<file path="src/rtl/pipeline_hazard_controller.sv">
// pipeline_hazard_controller: RAW-hazard detection with stall, flush and memory-wait control plus perf counters.
module pipeline_hazard_controller #(
    parameter int MAX_STALL = 15,
    parameter int CNT_W     = 16
) (
    input  logic             clk,
    input  logic             rst,
    input  logic [3:0]       src1,
    input  logic [3:0]       src2,
    input  logic             two_src,
    input  logic [3:0]       exe_dest,
    input  logic [3:0]       mem_dest,
    input  logic             exe_wb_en,
    input  logic             mem_wb_en,
    input  logic             exe_mem_read,
    input  logic             fwd_en,
    input  logic             branch_taken,
    input  logic             mem_busy,
    output logic             pc_freeze,
    output logic             if_id_freeze,
    output logic             id_ex_freeze,
    output logic             if_id_flush,
    output logic             id_ex_flush,
    output logic             hazard,
    output logic [1:0]       state,
    output logic [CNT_W-1:0] stall_cycles,
    output logic [7:0]       flush_count,
    output logic             deadlock
);
    typedef enum logic [1:0] {RUN = 2'b00, STALL = 2'b01, MEM_WAIT = 2'b10, FLUSH = 2'b11} state_t;
    localparam int SW = $clog2(MAX_STALL + 1);
    state_t cur, nxt;
    logic [SW-1:0] stall_cnt, stall_nxt;
    logic exe_hit, mem_hit, raw;
    assign state = cur;
    always_comb begin
        exe_hit = (src1 == exe_dest) || (two_src && src2 == exe_dest);
        mem_hit = (src1 == mem_dest) || (two_src && src2 == mem_dest);
        // with forwarding only a load in EXE cannot be bypassed in time
        raw = fwd_en ? (exe_mem_read && exe_wb_en && exe_hit)
                     : ((exe_wb_en && exe_hit) || (mem_wb_en && mem_hit));
        hazard = rst && raw && cur != FLUSH;
        pc_freeze = rst && (mem_busy || (!branch_taken && hazard));
        if_id_freeze = pc_freeze;
        id_ex_freeze = rst && mem_busy;
        if_id_flush = rst && !mem_busy && branch_taken;
        id_ex_flush = rst && !mem_busy && (branch_taken || hazard);
        nxt = mem_busy ? MEM_WAIT : branch_taken ? FLUSH : hazard ? STALL : RUN;
        stall_nxt = nxt != STALL ? '0 : cur != STALL ? SW'(1) :
                    stall_cnt == SW'(MAX_STALL) ? stall_cnt : stall_cnt + SW'(1);
    end
    always_ff @(posedge clk) begin
        if (!rst) begin
            cur <= RUN;
            stall_cnt <= '0;
            stall_cycles <= '0;
            flush_count <= '0;
            deadlock <= 1'b0;
        end else begin
            cur <= nxt;
            stall_cnt <= stall_nxt;
            if (stall_nxt == SW'(MAX_STALL)) deadlock <= 1'b1;
            if (pc_freeze && !(&stall_cycles)) stall_cycles <= stall_cycles + CNT_W'(1);
            if (if_id_flush && !(&flush_count)) flush_count <= flush_count + 8'd1;
        end
    end
endmodule

</file>
<file path="config.mk">
export PLATFORM = sky130hd
export DESIGN_NAME = pipeline_hazard_controller
export DESIGN_NICKNAME = d
export VERILOG_FILES = /design/src/rtl/pipeline_hazard_controller.sv
export SDC_FILE = /design/constraint.sdc
export NUM_CORES = 1
export LEC_CHECK = 0
export CORE_UTILIZATION = 49
export CTS_CLUSTER_DIAMETER = 100
export DETAILED_ROUTE_END_ITERATION = 12
export MAX_ROUTING_LAYER = met4
export PLACE_DENSITY_LB_ADDON = 0.3
export SETUP_SLACK_MARGIN = 0.5
export SLEW_MARGIN = 20
export SYNTH_ARGS = -nofsm -noshare
export SYNTH_HDL_FRONTEND = slang
export SYNTH_SLANG_ARGS = --single-unit
</file>
<file path="constraint.sdc">
create_clock -name clk -period 4.4 [get_ports clk]
set_input_delay 0.44 -clock clk [delete_from_list [all_inputs] [get_ports clk]]
set_output_delay 0.44 -clock clk [all_outputs]
set_load 0.03 [all_outputs]
</file>
==> results.py <==
metrics = {
    "clock_tree": {
        "holdBufCountCts": 0,
        "cts_setup_buffers": 0,
        "cts_max_level": 2,
        "numCtsBuffers": 5,
        "clock_latency_ps": 340,
        "ctsResizeCount": 0,
        "clk_pin_slew_ps": 100,
        "cts_buffer_depth": 2,
        "cts_tree": "done",
        "clock_sinks": 31,
        "cts_root_buffer": "clkbuf_4",
    },
    "worst_hold_path": {
        "hold_class": "reg2reg",
        "worstHoldPathCells": 2,
        "hp-start": "deadlock$_SDFFE_PN0N_",
        "min_to": "deadlock$_SDFFE_PN0N_",
    },
    "yosys": {
        "syn-cell-area_mm2": 0.001690,
        "ys_seq_area_frac": 0.3671,
        "yosys_warnings": 0,
        "synth_edf_count": 0,
        "synth.avg_cell_area_um2": 8.327,
        "synth_common_cells": "dfxtp_1 (31), nand2_1 (30), xnor2_1 (23)",
        "yosysTopAreaCell": "dfxtp_1",
        "synth.area.top_cells": "dfxtp_1 (37%), xnor2_1 (12%), nand2_1 (6.7%), mux2i_1 (5.3%), nand3_1 (4.1%)",
        "async_reset_ff_frac": 0,
        "syn_nets": 231,
        "synth_flop_cell": "dfxtp_1",
        "yosysMostFrequentCell": "dfxtp_1",
        "synth_cells": 203,
        "synth_top_area_share": 0.3671,
        "yosysUniqueCellTypes": 38,
        "synth-seq-cells": 31,
    },
    "timing": {
        "report.final.slew_viol_count": 0,
        "worst_pin_slew_ps": 626.8,
        "fin_ws_ps": 1149,
        "period_minus_slack_ps": 3251,
        "grt_setup_unrepaired": "no",
        "tns_ps": 0,
        "setup_viol": 0,
        "fin_crit_sh": 0.7388,
        "final_hold_viol_count": 0,
        "max_freq_ghz": 0.3076,
        "timing.slew.headroom": 0.5808,
        "skew_ps": 6.186,
    },
    "route": {
        "drt-initial-drc-count": 96,
        "wl_met3_um": 215,
        "detail_route.vias_per_cell": 5.425,
        "wl_um": 3954,
        "dr.pass1.iters": 4,
        "drc": 0,
        "m1WireLength_um": 1649,
        "maxUsedRoutingLayer": "met4",
        "wl_per_cell_um": 12.92,
        "ant_nets": 0,
        "dr_wl_met2_um": 2038,
        "via_count": 1660,
    },
    "critical_path": {
        "rr_worst_depth": 8,
        "worstPathRequired_ps": 3960,
        "worstSetupStartpointType": "primary input",
        "crit_type": "in2out",
        "crit_path_max_fanout": 18,
        "critical_path.max_stage_delay_ps": 870,
        "end_kind": "output port",
        "r2r-end": "stall_cycles[13]$_SDFFE_PN0P_",
        "path_cells": "clkdlybuf4s50_1 -> nand2_1 -> o21bai_1 -> a211oi_1 -> clkdlybuf4s50_1",
        "timing.rr.start": "stall_cycles[0]$_SDFFE_PN0P_",
        "crit_path_frequent_cell": "clkdlybuf4s50_1",
        "cpMaxStageDelayCell": "clkdlybuf4s50_1",
        "crit_arrival_ps": 2810,
        "reg2reg_slack_ps": 2220,
    },
    "outcome": {
        "outcome": "finished clean",
    },
    "placement": {
        "place_ws_ps": 1153,
        "place.gp.congestion": 0.8001,
        "hpwl_um": 3032,
        "port_buffers": 57,
        "place_area_mm2": 0.002281,
    },
    "floorplan": {
        "dieArea_mm2": 0.003689,
        "ios": 58,
        "fp.dieH_um": 60.74,
        "core_area_mm2": 0.003153,
        "rows": 20,
        "die_w_um": 60.74,
        "initial_core_util": 0.5361,
    },
    "grt": {
        "grt_pass1_vias": 1463,
        "antenna_found_initial": 0,
        "grtUsageTotal": 0.2441,
        "grt.overflow.total": 0,
        "grt_max_degree": 19,
        "grt_pass1_wl_um": 6354,
    },
    "layout": {
        "area_growth_syn_to_layout_pct": 40.04,
        "fin_util": 0.7508,
        "finalNetCount": 289,
        "multi_input_area_mm2": 0.001016,
        "drive_above_1_share": 0.06107,
        "fillers": 231,
        "diodes": 0,
        "finalInstanceArea_mm2": 0.002367,
        "seqCellArea_um2": 620.6,
    },
    "pwr": {
        "irDropWorstVdd_v": 0.0002308,
        "p_total_mw": 0.6176,
        "power_density_mw_per_mm2": 260.9,
        "p_leak_nw": 0.8623,
    },
    "run": {
        "maxCapViolations": 0,
    },
}
power breakdown:
group	total (mW)	switching [mW]	internal, mW
registers	0.287	0.00358	0.284
clock network	0.238	0.103	0.134
logic	0.0926	0.0462	0.0464
placed cells by master (no fill, tap or decap), types with 4 or more instances in the layout:
cell | synthesis | routed
dfxtp_1 | 31 | 31
inv_1 | 4 | 4
o21ai_0 | 7 | 7
a211oi_1 | 6 | 6
mux2i_1 | 9 | 9
clkdlybuf4s50_1 | 0 | 57
a21oi_1 | 8 | 8
and3_1 | 4 | 4
xnor2_1 | 23 | 23
nand2_1 | 30 | 30
clkbuf_4 | 0 | 5
nand3_1 | 14 | 14
nand4_1 | 9 | 9
or3_1 | 5 | 5
nor3_1 | 4 | 4
nor2_1 | 15 | 15
critical path: cells and delay by family:
kind | cells | cell delay [ps]
buf+inv | 2 | 1610
compound gates | 2 | 620
simple gates | 1 | 130
area by class of cell:
type                    count  area share
repair buffers             57      0.2410
clock buffers               6     0.02167
well taps                  44     0.02326
flip-flops and latches     31      0.2622
multi-input cells         161      0.4292
clock inverters             2     0.01480
inverters                   5    0.007928
worst max-delay path by stage:
| stage | startpoint | to | slack [ps] | cells after the start |
|---|---|---|---|---|
| 6_report | rst | id_ex_flush | 1150 | 5 |
| 5_1_grt | rst | id_ex_flush | 950 | 5 |
| 4_1_cts | rst | id_ex_flush | 1110 | 5 |
| 3_5_place_dp | rst | id_ex_flush | 1150 | 5 |
| 3_3_place_gp | rst | id_ex_flush | 1290 | 5 |
| 2_1_floorplan | src1[0] | id_ex_flush | 2140 | 5 |
registers in the layout (all words and copies together) (netlist names):
| register | flops |
|---|---|
| deadlock | 1 |
| stall_cycles | 16 |
| state | 2 |
| flush_count | 8 |
| stall_cnt | 4 |
logic make-up (layout without fill, tap and decap cells):
kind of cell               after synthesis  after routing  synth area share
xor gates and xnor gates                26             26            0.1347
muxes                                    9              9           0.05330
AOI/OAI and AO/OA                       32             32            0.1273
and+or+nand+nor                         91             91            0.2635
DFF                                     31             31            0.3671
buffers and inverters                   11             70           0.03182
adders and majority gates                3              3           0.02221
metrics by stage:
step                hold slack (ps)  std cells
floorplan                     471.5        203
global placement              432.0        298
detailed placement            435.4        298
CTS                           450.9        306
global route                  475.3        306
finish                        446.8        306
metal layers:
| layer | up-vias | global-route usage |
|---|---|---|
| li1 | 832 | - |
| met1 | 765 | 0.2720 |
| met2 | 56 | 0.4176 |
| met3 | 7 | 0.05757 |
| met4 | 0 | 0.1006 |
| met5 | - | - |
Power figures use the tool's default switching activity.
